==> src/rtl/mips_ctrl_pkg.sv <==
// Shared definitions for the multi-cycle MIPS control slice.
// Contents: opcode/funct constants, ALU op codes, FSM state encoding,
// trap cause codes, the decoded-instruction payload and field helpers.
package mips_ctrl_pkg;

  localparam int unsigned INSTR_W = 32;
  localparam int unsigned OP_W    = 6;

  // Primary opcodes of the supported subset
  localparam logic [OP_W-1:0] OP_RTYPE = 6'h00;
  localparam logic [OP_W-1:0] OP_J     = 6'h02;
  localparam logic [OP_W-1:0] OP_BEQ   = 6'h04;
  localparam logic [OP_W-1:0] OP_ORI   = 6'h0D;
  localparam logic [OP_W-1:0] OP_LW    = 6'h23;
  localparam logic [OP_W-1:0] OP_SW    = 6'h2B;

  // R-type function codes
  localparam logic [OP_W-1:0] FN_ADDU = 6'h21;
  localparam logic [OP_W-1:0] FN_SUBU = 6'h23;

  // ALU operation select; 2'b11 is reserved and never produced
  typedef enum logic [1:0] {
    ALU_ADD = 2'b00,
    ALU_SUB = 2'b01,
    ALU_OR  = 2'b10
  } aluOp_t;

  // Sequencer states; encoding is visible on the debug state port
  typedef enum logic [2:0] {
    ST_IF   = 3'd0,
    ST_ID   = 3'd1,
    ST_EX   = 3'd2,
    ST_MEM  = 3'd3,
    ST_WB   = 3'd4,
    ST_TRAP = 3'd5
  } ctrlState_t;

  typedef enum logic [1:0] {
    TRAP_NONE       = 2'b00,
    TRAP_ILLEGAL    = 2'b01,
    TRAP_DM_TIMEOUT = 2'b10
  } trapCause_t;

  // Decoded instruction class, one-hot over the legal set plus illegal
  typedef struct packed {
    logic   isRtype;
    logic   isOri;
    logic   isLw;
    logic   isSw;
    logic   isBeq;
    logic   isJ;
    logic   illegal;
    aluOp_t aluOp;
  } decInfo_t;

  function automatic logic [OP_W-1:0] opcodeOf(input logic [INSTR_W-1:0] ins);
    return ins[31:26];
  endfunction

  function automatic logic [OP_W-1:0] functOf(input logic [INSTR_W-1:0] ins);
    return ins[5:0];
  endfunction

endpackage

==> src/rtl/mc_decode.sv <==
// Combinational instruction decoder for the multi-cycle sequencer.
// Ports:
//   instruction  in   32  current IR contents
//   dec          out  decInfo_t  instruction class flags, illegal flag, ALU op
module mc_decode
  import mips_ctrl_pkg::*;
(
  input  logic [INSTR_W-1:0] instruction,
  output decInfo_t           dec
);

  logic [OP_W-1:0] opcode;
  logic [OP_W-1:0] funct;
  logic            unusedBits;

  assign opcode = opcodeOf(instruction);
  assign funct  = functOf(instruction);

  // Register numbers and immediates are datapath business, not control
  assign unusedBits = ^instruction[25:6];

  // Classify opcode/funct; anything outside the legal set is flagged illegal
  always_comb begin
    dec       = '0;
    dec.aluOp = ALU_ADD;
    case (opcode)
      OP_RTYPE: begin
        if (funct == FN_ADDU) begin
          dec.isRtype = 1'b1;
          dec.aluOp   = ALU_ADD;
        end else if (funct == FN_SUBU) begin
          dec.isRtype = 1'b1;
          dec.aluOp   = ALU_SUB;
        end else begin
          dec.illegal = 1'b1;
        end
      end
      OP_ORI: begin
        dec.isOri = 1'b1;
        dec.aluOp = ALU_OR;
      end
      OP_LW:   dec.isLw = 1'b1;
      OP_SW:   dec.isSw = 1'b1;
      OP_BEQ: begin
        dec.isBeq = 1'b1;
        dec.aluOp = ALU_SUB;
      end
      OP_J:    dec.isJ = 1'b1;
      default: dec.illegal = 1'b1;
    endcase
  end

endmodule

==> src/rtl/multicycle_ctrl.sv <==
// Multi-cycle sequencer for the MIPS datapath: steps each instruction through
// IF/ID/EX/MEM/WB, handshakes data memory with a timeout, counts retired
// instructions and parks in a sticky trap state on illegal opcodes/timeouts.
// Ports:
//   clk, rst                 clock (rising edge), synchronous active-high reset
//   instruction              IR contents, valid from ID onward
//   alu_zero                 ALU zero flag, used by beq in EX
//   dm_ready                 data memory completes its access this cycle
//   pc_write, ir_write       PC / IR load enables
//   npc_sel, isJump          next-PC select: branch target / jump target
//   select_aluPerformance    ALU op (00 add, 01 sub, 10 or)
//   select_anotherAluSource  ALU B source (0 regB, 1 imm16)
//   select_regWritten        destination register (1 rd, 0 rt)
//   ctrl_regFile_write       register file write strobe
//   ctrl_dataMem_Write       data memory write strobe
//   ctrl_dataMem2reg         writeback from data memory
//   dm_req                   data memory access request
//   state                    current state (debug)
//   retire                   pulse in the final cycle of an instruction
//   instr_count              retired instruction count, wraps
//   trap, trap_cause         sticky trap flag and its cause
module multicycle_ctrl
  import mips_ctrl_pkg::*;
#(
  parameter int unsigned DM_WAIT_MAX = 15,
  parameter int unsigned CNT_W       = 32
) (
  input  logic               clk,
  input  logic               rst,
  input  logic [INSTR_W-1:0] instruction,
  input  logic               alu_zero,
  input  logic               dm_ready,
  output logic               pc_write,
  output logic               ir_write,
  output logic               npc_sel,
  output logic               isJump,
  output logic [1:0]         select_aluPerformance,
  output logic               select_anotherAluSource,
  output logic               select_regWritten,
  output logic               ctrl_regFile_write,
  output logic               ctrl_dataMem_Write,
  output logic               ctrl_dataMem2reg,
  output logic               dm_req,
  output logic [2:0]         state,
  output logic               retire,
  output logic [CNT_W-1:0]   instr_count,
  output logic               trap,
  output logic [1:0]         trap_cause
);

  // Wait counter only needs to reach DM_WAIT_MAX-1
  localparam int unsigned WAIT_W = (DM_WAIT_MAX < 2) ? 1 : $clog2(DM_WAIT_MAX);
  localparam logic [WAIT_W-1:0] WAIT_LAST =
    WAIT_W'((DM_WAIT_MAX == 0) ? 32'd0 : DM_WAIT_MAX - 32'd1);

  ctrlState_t        curState;
  trapCause_t        trapCause;
  logic [WAIT_W-1:0] waitCnt;
  decInfo_t          dec;

  mc_decode uDecode (
    .instruction (instruction),
    .dec         (dec)
  );

  assign state      = curState;
  assign trap       = (curState == ST_TRAP);
  assign trap_cause = trapCause;

  // State sequencing, MEM wait counter and retire counter
  always_ff @(posedge clk) begin
    if (rst) begin
      curState    <= ST_IF;
      waitCnt     <= '0;
      instr_count <= '0;
      trapCause   <= TRAP_NONE;
    end else begin
      if (retire) begin
        instr_count <= instr_count + CNT_W'(1);
      end
      case (curState)
        ST_IF: curState <= ST_ID;
        ST_ID: begin
          if (dec.illegal) begin
            curState  <= ST_TRAP;
            trapCause <= TRAP_ILLEGAL;
          end else begin
            curState <= ST_EX;
          end
        end
        ST_EX: begin
          waitCnt <= '0;
          if (dec.isLw || dec.isSw) begin
            curState <= ST_MEM;
          end else if (dec.isRtype || dec.isOri) begin
            curState <= ST_WB;
          end else begin
            curState <= ST_IF;
          end
        end
        ST_MEM: begin
          if (dm_ready) begin
            waitCnt  <= '0;
            curState <= dec.isLw ? ST_WB : ST_IF;
          end else if ((DM_WAIT_MAX != 0) && (waitCnt == WAIT_LAST)) begin
            curState  <= ST_TRAP;
            trapCause <= TRAP_DM_TIMEOUT;
          end else begin
            waitCnt <= waitCnt + WAIT_W'(1);
          end
        end
        ST_WB:   curState <= ST_IF;
        ST_TRAP: curState <= ST_TRAP;
        default: curState <= ST_IF;
      endcase
    end
  end

  // Per-state strobes and datapath selects; strobes are killed while in reset
  always_comb begin
    pc_write                = 1'b0;
    ir_write                = 1'b0;
    npc_sel                 = 1'b0;
    isJump                  = 1'b0;
    select_aluPerformance   = ALU_ADD;
    select_anotherAluSource = 1'b0;
    select_regWritten       = 1'b0;
    ctrl_regFile_write      = 1'b0;
    ctrl_dataMem_Write      = 1'b0;
    ctrl_dataMem2reg        = 1'b0;
    dm_req                  = 1'b0;
    retire                  = 1'b0;

    case (curState)
      ST_IF: begin
        ir_write = 1'b1;
        pc_write = 1'b1;
      end
      ST_EX: begin
        if (dec.isRtype) begin
          select_aluPerformance = dec.aluOp;
        end else if (dec.isOri) begin
          select_aluPerformance   = ALU_OR;
          select_anotherAluSource = 1'b1;
        end else if (dec.isLw || dec.isSw) begin
          select_aluPerformance   = ALU_ADD;
          select_anotherAluSource = 1'b1;
        end else if (dec.isBeq) begin
          select_aluPerformance = ALU_SUB;
          npc_sel               = 1'b1;
          pc_write              = alu_zero;
          retire                = 1'b1;
        end else if (dec.isJ) begin
          isJump   = 1'b1;
          pc_write = 1'b1;
          retire   = 1'b1;
        end
      end
      ST_MEM: begin
        // Address computation stays on the ALU for the whole access
        dm_req                  = 1'b1;
        ctrl_dataMem_Write      = dec.isSw;
        select_aluPerformance   = ALU_ADD;
        select_anotherAluSource = 1'b1;
        retire                  = dec.isSw && dm_ready;
      end
      ST_WB: begin
        ctrl_regFile_write = 1'b1;
        retire             = 1'b1;
        if (dec.isRtype) begin
          select_regWritten     = 1'b1;
          select_aluPerformance = dec.aluOp;
        end else if (dec.isOri) begin
          select_aluPerformance   = ALU_OR;
          select_anotherAluSource = 1'b1;
        end else if (dec.isLw) begin
          ctrl_dataMem2reg = 1'b1;
        end
      end
      default: ;
    endcase

    if (rst) begin
      pc_write           = 1'b0;
      ir_write           = 1'b0;
      ctrl_regFile_write = 1'b0;
      ctrl_dataMem_Write = 1'b0;
      dm_req             = 1'b0;
      retire             = 1'b0;
    end
  end

endmodule

==> config.mk <==
export PLATFORM = sky130hd
export DESIGN_NAME = multicycle_ctrl
export DESIGN_NICKNAME = d
export VERILOG_FILES = /design/src/rtl/mips_ctrl_pkg.sv /design/src/rtl/mc_decode.sv /design/src/rtl/multicycle_ctrl.sv
export SDC_FILE = /design/constraint.sdc
export NUM_CORES = 1
export LEC_CHECK = 0
export BUFFER_PORTS_ARGS = -buffer_cell sky130_fd_sc_hd__clkbuf_2
export CORE_ASPECT_RATIO = 0.9
export CORE_MARGIN = 1
export CORE_UTILIZATION = 50
export DETAILED_ROUTE_END_ITERATION = 10
export PLACE_DENSITY = 0.8
export RECOVER_POWER = 50
export SLEW_MARGIN = 5
export SYNTH_ARGS = -nofsm -noshare
export SYNTH_HDL_FRONTEND = slang
export SYNTH_HIERARCHICAL = 1
export SYNTH_SLANG_ARGS = --single-unit
==> constraint.sdc <==
create_clock -name clk -period 2.5 [get_ports clk]
set_clock_uncertainty 0.05 [all_clocks]
set_input_delay 0.25 -clock clk [delete_from_list [all_inputs] [get_ports clk]]
set_output_delay 0.25 -clock clk [all_outputs]
set_load 0.005 [all_outputs]
==> flow_summary.json <==
{
  "status": "completed",
  "ys_warn_count": 6,
  "cp_max_fo": 8,
  "num_rows": 23,
  "synth-main-ff-cell": "dfxtp_1",
  "hold_viol_final": 0,
  "synth_compound_area_share_pct": 22.4,
  "grt_max_degree": 23,
  "setup_violations": 0,
  "avgSynthCellArea_um2": 8.06,
  "antenna_found_initial": 0,
  "synth_mux_area_share_pct": 1.28,
  "required_ns": 2.20,
  "power_density_nw_per_um2": 479,
  "crit_path_end_kind": "output pin",
  "layout-drive-gt1-share_pct": 20.2,
  "crit_type": "in2out",
  "postSynth.asyncResetShare_pct": 0,
  "dr.first_iter.drc_count": 149,
  "yosys.area_share.simple_pct": 29.2,
  "seq_area_frac_synth_pct": 33.6,
  "cts-htree-levels": 2,
  "die_area_um2": 5170,
  "routed_wl_um": 6090,
  "cts_sinks": 41,
  "ant_nets": 0,
  "ys_seq_elements": 41,
  "grt_pass1_vias": 2153,
  "min_path_type": "in2reg",
  "synth_nets": 342,
  "syn_inst": 303,
  "postCtsSetupBuffers": 0,
  "fin_tns_setup_ns": 0,
  "clk_pin_slew_ns": 0.09,
  "synthTopCellsByArea": "dfxtp_1 34%, nor2_1 6.5%, a21oi_1 5.3%",
  "cts_hold_buf": 0,
  "placed_cells": 435,
  "cts_resized": 0,
  "grt_pass1_wl_um": 9670,
  "core_area_um2": 4580,
  "p_leak_nw": 1.09,
  "clk_path_buf_depth": 2,
  "place_congestion": 0.879,
  "critPathLaunchType": "input port",
  "num_vias": 2525,
  "yosys.area.top_type": "dfxtp_1",
  "drtPass1Iterations": 4,
  "nNetsFinal": 419,
  "max-slew-margin-rel_pct": 41.3,
  "cts_buffers": 5,
  "wl_per_cell_um": 13.7,
  "die-height_um": 68.3,
  "synthTopCellsByCount": "42 x nor2_1, 41 x dfxtp_1, 26 x a21oi_1, 20 x nand2_1, 15 x inv_1",
  "grt.total_usage_pct": 24.7,
  "route.detailed.drc": 0,
  "overflow": 0,
  "final-max-slew-violation-count": 0,
  "critical_path_arrival_ns": 2.04,
  "cts_root_buf": "clkbuf_8",
  "start_util_pct": 53.4,
  "synthDistinctLibCells": 58,
  "fmax_mhz": 428,
  "synth_top_family_by_area": "simple AND/OR/NAND/NOR gates",
  "netlist.area_leader.share_pct": 33.6,
  "synth_area_um2": 2440,
  "synth_edf_count": 0,
  "stdcell_count": 443,
  "diodes": 0,
  "synth_fa_ha_area_share_pct": 1.54,
  "rsz0062_at_grt": "no",
  "boundaryPins": 87,
  "port_buffers": 66,
  "cts_tree": "done",
  "yosysMostFrequentCell": "nor2_1",
  "drv_cap": 0,
  "dp_hpwl_um": 4550,
  "synth_xor_area_share_pct": 6.45,
  "tightest_slew_ns": 0.869,
  "synthToLayoutAreaGrowth_pct": 22.7,
  "finalCritPeriodShare_pct": 93.5,
  "fin_crit_ns": 2.34,
  "clk-insertion-delay-late_ns": 0.30,
  "via_per_inst": 5.70,
  "peakVddDrop_mv": 0.336,
  "die_x_um": 75.7
}
[cell usage in the layout (no fill, tap or decap), drive strengths merged, types with 7 or more instances in the layout]
| cell type | netlist | routed |
|---|---|---|
| o2111ai | 7 | 7 |
| buf | 7 | 16 |
| nand2 | 20 | 20 |
| nor3 | 7 | 7 |
| nor2 | 42 | 42 |
| clkbuf | 6 | 72 |
| dfxtp | 41 | 41 |
| nand3 | 12 | 12 |
| o21ai | 13 | 13 |
| a21oi | 27 | 27 |
| or3 | 8 | 8 |
| xnor2 | 9 | 9 |
| inv | 15 | 16 |
| nand4 | 8 | 8 |
| xor2 | 9 | 9 |
[layer usage]
layer  track usage (%)  share of wire [%]  up-vias  wire length (um)
li1                  -                  -     1271                 -
met1              33.1                 48     1188              2920
met2              39.3                 47       57              2870
met3              5.01                3.7        9               224
met4              9.03                1.3        0                82
met5                 0                  0        -                 0
[report_power, final]
group | internal (mW) | switching [mW]
Clock | 0.402 | 0.252
Sequential | 0.659 | 0.0138
Combinational | 0.0448 | 0.0629
[critical path, cell delays in order]
cell	delay [ns]
clkbuf_2	0.09
or4_1	0.58
nor3b_2	0.21
or2_2	0.14
and3_1	0.15
buf_4	0.16
buf_4	0.17
nor2_1	0.08
nor2_1	0.09
clkbuf_2	0.12
[final timing paths]
kind | start | end | slack (ns) | cells past startpoint
min reg2reg | waitCnt[3] | waitCnt[3] | 0.43 | 1
min | dm_ready | trap_cause[1] | 0.30 | 3
max | instruction[26] | retire | 0.16 | 10
max reg2reg | instr_count[7] | instr_count[30] | 0.25 | 5
[through the flow]
stage          setup slack [ns]  power, mW  hold WS, ns  utilization (%)  area [um2]
2_1_floorplan             0.176      0.751        0.391                -        2440
3_3_place_gp              0.102      0.794        0.416             63.4        2900
3_5_place_dp             0.0582      0.797        0.416             63.4        2900
4_1_cts                   0.172       1.45        0.294             66.4        3040
5_1_grt                  0.0298       1.48        0.317             65.5        3000
6_report                  0.163       1.43        0.297             65.5        3000
[area by class of cell]
| type | count | area (um2) |
|---|---|---|
| fillers | 418 | 1580 |
| multi-input cells | 234 | 1490 |
| flip-flops and latches | 41 | 821 |
| repair buffers | 83 | 420 |
| well taps | 62 | 77.6 |
| clock buffers | 5 | 68.8 |
| clock inverters | 3 | 68.8 |
| inverters | 15 | 56.3 |
[registers in the layout (all words and copies together) (netlist names)]
| signal | flops |
|---|---|
| instr_count | 32 |
| waitCnt | 4 |
| state | 3 |
| trap_cause | 2 |
[cells by family after synthesis]
kind of cell,after synthesis
AO/OA/AOI/OAI,79
XOR/XNOR,18
adder cells (fa/ha/maj),3
buffers and inverters,28
flip-flops,41
multiplexers,3
AND/OR/NAND/NOR,131
No activity file was read; power rests on OpenSTA's default activity.
